<file path="src/rtl/cla_arbiter.sv">
// Two requesters share one carry-lookahead adder through a round-robin grant.
// Sums land in a single-entry output register with valid/ready backpressure.

module carry_lookahead_adder #(
  parameter int WIDTH = 3
) (
  input  logic [WIDTH-1:0] a_i,
  input  logic [WIDTH-1:0] b_i,
  output logic [WIDTH:0]   sum_o
);

  logic [WIDTH-1:0] gen;
  logic [WIDTH-1:0] prop;
  logic [WIDTH:0]   carry;
  logic             acc;
  logic             prod;

  assign gen  = a_i & b_i;
  assign prop = a_i ^ b_i;

  // Each carry is built directly from generate/propagate terms, not from the previous carry.
  always_comb begin
    carry    = '0;
    acc      = 1'b0;
    prod     = 1'b1;
    for (int i = 0; i < WIDTH; i++) begin
      acc  = 1'b0;
      prod = 1'b1;
      for (int j = i; j >= 0; j--) begin
        acc  = acc | (prod & gen[j]);
        prod = prod & prop[j];
      end
      carry[i+1] = acc;
    end
  end

  assign sum_o = {carry[WIDTH], prop ^ carry[WIDTH-1:0]};

endmodule

module cla_arbiter #(
  parameter int WIDTH = 3
) (
  input  logic             i_clk,
  input  logic             i_rst,
  input  logic             i_req0_valid,
  input  logic [WIDTH-1:0] i_req0_a,
  input  logic [WIDTH-1:0] i_req0_b,
  output logic             o_req0_ready,
  input  logic             i_req1_valid,
  input  logic [WIDTH-1:0] i_req1_a,
  input  logic [WIDTH-1:0] i_req1_b,
  output logic             o_req1_ready,
  output logic             o_res_valid,
  output logic [WIDTH:0]   o_res_data,
  output logic             o_res_id,
  input  logic             i_res_ready
);

  typedef enum logic {ST_EMPTY = 1'b0, ST_FULL = 1'b1} state_t;

  state_t           state_q, state_d;
  logic [WIDTH:0]   data_q, data_d;
  logic             id_q, id_d;
  logic             last_grant_q, last_grant_d;

  logic             can_accept;
  logic             grant0, grant1;
  logic             accept;
  logic [WIDTH-1:0] add_a, add_b;
  logic [WIDTH:0]   add_sum;

  assign o_res_valid = (state_q == ST_FULL);
  assign o_res_data  = data_q;
  assign o_res_id    = id_q;

  assign can_accept = !o_res_valid || i_res_ready;

  // On a conflict the requester that did not win last time gets the slot.
  assign grant0 = i_req0_valid && (!i_req1_valid || last_grant_q);
  assign grant1 = i_req1_valid && (!i_req0_valid || !last_grant_q);

  assign o_req0_ready = grant0 && can_accept && !i_rst;
  assign o_req1_ready = grant1 && can_accept && !i_rst;

  assign accept = (i_req0_valid && o_req0_ready) || (i_req1_valid && o_req1_ready);

  assign add_a = grant1 ? i_req1_a : i_req0_a;
  assign add_b = grant1 ? i_req1_b : i_req0_b;

  carry_lookahead_adder #(.WIDTH(WIDTH)) u_adder (
    .a_i   (add_a),
    .b_i   (add_b),
    .sum_o (add_sum)
  );

  always_comb begin
    state_d      = state_q;
    data_d       = data_q;
    id_d         = id_q;
    last_grant_d = last_grant_q;
    if (accept) begin
      data_d       = add_sum;
      id_d         = grant1;
      last_grant_d = grant1;
    end
    case (state_q)
      ST_EMPTY: if (accept) state_d = ST_FULL;
      ST_FULL:  if (!accept && i_res_ready) state_d = ST_EMPTY;
      default:  state_d = ST_EMPTY;
    endcase
  end

  always_ff @(posedge i_clk) begin
    if (i_rst) begin
      state_q      <= ST_EMPTY;
      data_q       <= '0;
      id_q         <= 1'b0;
      last_grant_q <= 1'b1;
    end else begin
      state_q      <= state_d;
      data_q       <= data_d;
      id_q         <= id_d;
      last_grant_q <= last_grant_d;
    end
  end

endmodule

</file>
<file path="config.mk">
export PLATFORM = sky130hd
export DESIGN_NAME = cla_arbiter
export DESIGN_NICKNAME = d
export VERILOG_FILES = /design/src/rtl/cla_arbiter.sv
export SDC_FILE = /design/constraint.sdc
export NUM_CORES = 1
export LEC_CHECK = 0
export BUFFER_PORTS_ARGS = -buffer_cell sky130_fd_sc_hd__buf_4
export CAP_MARGIN = 20
export CORE_AREA = 5 5 42 44
export CTS_CLUSTER_DIAMETER = 80
export DETAILED_ROUTE_END_ITERATION = 7
export DIE_AREA = 0 0 47 49
export GPL_TIMING_DRIVEN = 0
export PLACE_DENSITY = 0.65
export RECOVER_POWER = 25
export REMOVE_ABC_BUFFERS = 1
export SYNTH_ARGS = -nofsm -noshare
export SYNTH_HDL_FRONTEND = slang
export SYNTH_SLANG_ARGS = --single-unit
</file>
<file path="constraint.sdc">
create_clock -name i_clk -period 3.8 [get_ports i_clk]
set_input_delay 0.19 -clock i_clk [delete_from_list [all_inputs] [get_ports i_clk]]
set_output_delay 0.19 -clock i_clk [all_outputs]
set_load 0.02 [all_outputs]
</file>
* After elaboration in Yosys (flattened, before gate mapping) *
Index checks and enable logic that the tools add are counted.

storage, ports and cells
  register bits after elaboration = 7
  bits of input ports = 17
  output and inout bits = 8
  word-level logic and storage cells = 39

cells by class
  mux-type cells = 5
  bitwise logic cells = 11
  reductions and logical operators = 19

operator list
  kind                             count
  logical AND 1 bit                9
  logical NOT 1 bit                6
  two-way mux 3 bit                2
  XOR 3 bit                        2
  bitwise AND 1 bit                4
  logical OR 1 bit                 4
  bitwise AND 3 bit                1
  bitwise OR 1 bit                 3
  two-way mux 1 bit                2
  case mux 1 bit (2 select lines)  1
  inverter 1 bit                   1

* Logic depth before layout (Yosys ltp) *
  depth after elaboration = 11
  mapped depth = 7
  gate-level depth less buffers = 7

* Cells and area by module *
A second synthesis with hierarchy kept.

unflattened totals
  cell total of the unflattened synthesis = 56
  area, all modules = 489.2 µm²

by module, submodules not included
  module                 instances  cells each  area each (µm²)  seq. area each (µm²)
  cla_arbiter            1          43          386.6            140.1
  carry_lookahead_adder  1          13          102.6            0.0

* Worst setup path after synthesis *
OpenSTA, ideal clock, no wires.

  path type = register to register
  from = register last_grant_q
  to = register data_q[3], in the netlist o_res_data[3]
  library setup time = 0.127 ns
  data arrival time = 1.772 ns
  data required time = 3.673 ns
  slack = 1.902 ns
  cell stages (with the launch flop) = 7
  path buffers = 0
  cells stage by stage = dfxtp_1 -> a21boi_4 -> mux2_2 -> ha_1 -> a21o_1 -> a2111oi_2 -> nor3_1

on the way
  cells in the longest elaborated chain, start to end = 8
  elaborated cells on any way between the ends = 21

ends and longest elaborated chain
  item                                                          RTL line  text
  from (decl)                                                   65        logic last_grant_q, last_grant_d;
  from (signal assigned)                                        124       last_grant_q <= last_grant_d;
  logical NOT 1 bit                                             81        assign grant1 = i_req1_valid && (!i_req0_valid || !last_grant_q);
  logical OR 1 bit                                              81
  logical AND 1 bit                                             81
  two-way mux 3 bit, on equally long branches                   88, 89
  XOR 3 bit / bitwise AND 3 bit (equally long branches)         19, 18
  bitwise AND 1 bit, on equally long branches                   30, 31
  bitwise OR 1 bit / bitwise AND 1 bit (equally long branches)  30        acc = acc | (prod & gen[j]);
  bitwise OR 1 bit                                              30
  to (signal assigned)                                          122       data_q <= data_d;
  to (decl)                                                     63        logic [WIDTH:0] data_q, data_d;

Several ways; a longest one is shown, not always the timed one.
A chain may end at the register's enable or synchronous reset.

* Final worst setup path *
Ends and elaborated chain as after synthesis.

==> impl_metrics.py <==
metrics = {
    "cells_and_area": {
        "stdcell_count": 93,
        "drive_above_1_share_pct": 44.2,
        "area.growth.synth_to_final_pct": 45.9,
        "nFillCells": 141,
        "final_core_utilization_pct": 49.1,
        "final_nets": 99,
        "antennaDiodeCount": 0,
    },
    "timing": {
        "max_freq_ghz": 0.476,
        "slew_viol_final": 0,
        "rsz0062_at_grt": "no",
        "layout_min_cycle_time_ns": 2.10,
        "worst_pin_slew_ns": 0.560,
        "setup_viol": 0,
        "hold_viol_final": 0,
        "skew_ns": 0.00729,
        "finalCritPeriodShare_pct": 55.2,
        "tns_ns": 0,
        "slew_headroom_pct": 62.6,
    },
    "placed_design": {
        "gp_congestion": 0.718,
        "placedCellCount": 89,
        "dp_hpwl_microns": 904,
        "io_buffers": 24,
    },
    "routing": {
        "num_vias": 450,
        "drc": 0,
        "drt-total-wl_mm": 1.19,
        "drt-vias-per-instance": 4.84,
        "wire_per_inst_microns": 12.8,
        "drtIter0Drc": 3,
        "drt_pre_antenna_iters": 2,
        "antenna_left": 0,
    },
    "power_and_ir_drop": {
        "p_comb_share_pct": 33.6,
        "p_int_uw": 160,
        "pwr-share-clk_pct": 30.1,
        "ir_worst_vdd_v": 0.000205,
        "p_sw_uw": 76.8,
        "power_leakage_uw": 0.000330,
        "p_per_area_mw_per_mm2": 345,
        "p_seq_share_pct": 36.3,
        "power.share.switching_pct": 32.4,
    },
    "hold_path": {
        "whs_path_depth": 2,
        "min_path_type": "primary input to flop",
    },
    "yosys": {
        "ys_ff_latch": 7,
        "syn_area_sq_um": 472,
        "syn_avg_cell_area_sq_um": 9.43,
        "async_flop_share_pct": 0,
        "ys_warn_count": 0,
        "synth.area.top_cells": "dfxtp_1 30%, mux2_2 14%, ha_1 8.0%",
        "synth.top_cell.area_share_pct": 29.7,
        "yosysSeqAreaShare_pct": 29.7,
        "synth.cells.most_frequent": "7 x dfxtp_1, 6 x mux2_2, 5 x inv_1",
        "yosysMostFrequentCell": "dfxtp_1",
        "synth.largest_area_cell": "dfxtp_1",
        "netlist-cell-type-count": 24,
        "synth-main-ff-cell": "dfxtp_1",
        "synth_cells": 50,
        "synth_edf_count": 0,
    },
    "setup_path": {
        "crit_start": "last_grant_q",
        "crit_path_end_kind": "flop",
        "r2r_cells": 6,
        "criticalPathCategory": "flop to flop",
        "setup.worst_path.start_class": "flop",
        "worstPathArrival_ns": 2.23,
        "endpoint": "o_res_data[3]",
        "r2r-end": "o_res_data[3]",
        "timing.rr.start": "last_grant_q",
        "cp_max_fo": 8,
        "regToRegSetupSlack_ns": 1.70,
        "cp.required_ns": 3.94,
    },
    "clocking": {
        "cts_root_buffer": "clkbuf_4",
        "cts_buffers": 3,
        "path_clk_slew_ns": 0.06,
        "cts_tree": "done",
        "clk_path_buf_depth": 2,
        "cts.sinks": 7,
        "worstSkewPairLatency_ns": 0.26,
        "cts_resized": 0,
        "hold_buffers": 0,
        "cts_htree_levels": 1,
        "cts_setup_buffers": 0,
    },
    "floorplanning": {
        "design.core.area_sq_mm": 0.00140,
        "die_w_microns": 47,
        "die-area_sq_mm": 0.00230,
        "start_util_pct": 33.7,
        "io-pin-count": 25,
        "die_y_microns": 49,
        "rows": 14,
    },
    "global_route": {
        "met3_usage_pct": 4.43,
        "overflow": 0,
        "grt.met1_usage_pct": 13.7,
        "grt_pass1_wl_mm": 1.88,
        "grt_max_degree": 9,
        "busiest_layer": "met2",
        "grt_usage_pct": 11.5,
        "grt_pass1_vias": 453,
        "antenna_found_initial": 0,
        "use_met2_pct": 17.4,
    },
    "flow_run": {
        "cap_viol_max_count": 0,
    },
    "run_status": {
        "status": "complete, no violations",
    },
}
-- placed cells by master, fill, tap and decap left out, drive strengths merged --
master / synthesis / final
a21o: 1 / 1
buf: 0 / 22
and3: 1 / 1
nor2: 1 / 1
o21ai: 2 / 2
o41ai: 1 / 1
nor2b: 1 / 1
a2111oi: 1 / 1
a21oi: 3 / 3
ha: 3 / 3
a21boi: 1 / 1
fa: 1 / 1
clkbuf: 1 / 5
or2: 1 / 1
dfxtp: 7 / 7
o211ai: 3 / 3
a311oi: 1 / 1
nand2b: 2 / 2
nor3: 2 / 2
nand2: 3 / 3
a31oi: 1 / 1
inv: 5 / 5
mux2: 6 / 6
clkinv: 0 / 1
xor2: 1 / 1
nand4: 1 / 1
-- worst min-delay path by stage --
stage | start | end
after floorplan | i_rst | o_res_id
after global placement | i_rst | o_res_id
after detailed placement | i_rst | o_res_valid
after CTS | i_rst | o_res_data[1]
after global routing | i_rst | o_res_data[1]
final | i_rst | o_res_id
-- state kept, by name (all words and copies together) (netlist names) --
signal and flops:
last_grant_q 1, o_res_data 4, o_res_id 1, o_res_valid 1
-- worst max-delay path, cell delays in order (launching register included) --
cell and delay (ns):
dfxtp_1 0.34, a21boi_4 0.28, mux2_2 0.39, ha_1 0.29, a21o_1 0.20, a2111oi_2 0.38
nor3_1 0.09
-- stage by stage --
step	worst slack (ns)	instance area (sq um)	hold WS (ns)	total power, uW
finish	1.70	688	0.145	237
global route	1.57	688	0.143	253
CTS	1.69	696	0.138	242
detailed placement	1.75	668	0.422	169
global placement	1.76	668	0.419	167
floorplan	1.90	468	0.259	135
-- layout make-up --
| type | count | area [sq um] | share of cell area (%) |
|---|---|---|---|
| clock buffer | 3 | 22.5 | 3.27 |
| clock inverter | 1 | 5.00 | 0.727 |
| inverter | 5 | 18.8 | 2.73 |
| multi-input combinational | 37 | 309 | 44.9 |
| sequential | 7 | 140 | 20.4 |
| tap | 16 | 20.0 | 2.91 |
| timing repair buffer | 24 | 173 | 25.1 |
-- power by group through the flow --
stage | Combinational (uW) | Clock [uW] | Sequential [uW]
final | 79.7 | 71.4 | 86.1
after global routing | 87.6 | 78.6 | 87.2
after CTS | 82.4 | 73.5 | 86.0
after detailed placement | 81.0 | 0 | 87.5
after global placement | 80.1 | 0 | 87.4
after floorplan | 39.2 | 0 | 95.4
-- cells by family (layout without fill, tap and decap cells) --
family	after synthesis	in the layout	synth area share (%)
AND/OR/NAND/NOR	12	12	13.3
flip-flops	7	7	29.7
XOR/XNOR	1	1	1.86
AO/OA/AOI/OAI	14	14	23.9
adder cells (fa/ha/maj)	4	4	12.2
buffers and inverters	6	33	4.77
multiplexers	6	6	14.3
-- layer usage --
layer	vias up	routed length (microns)	part of all wire [%]
met3	4	51	4.3
met4	0	25	2.1
met2	10	582	49
met1	199	531	45
met5	-	0	0
li1	237	-	-
Note: power is estimated with default switching activity, not from simulation.
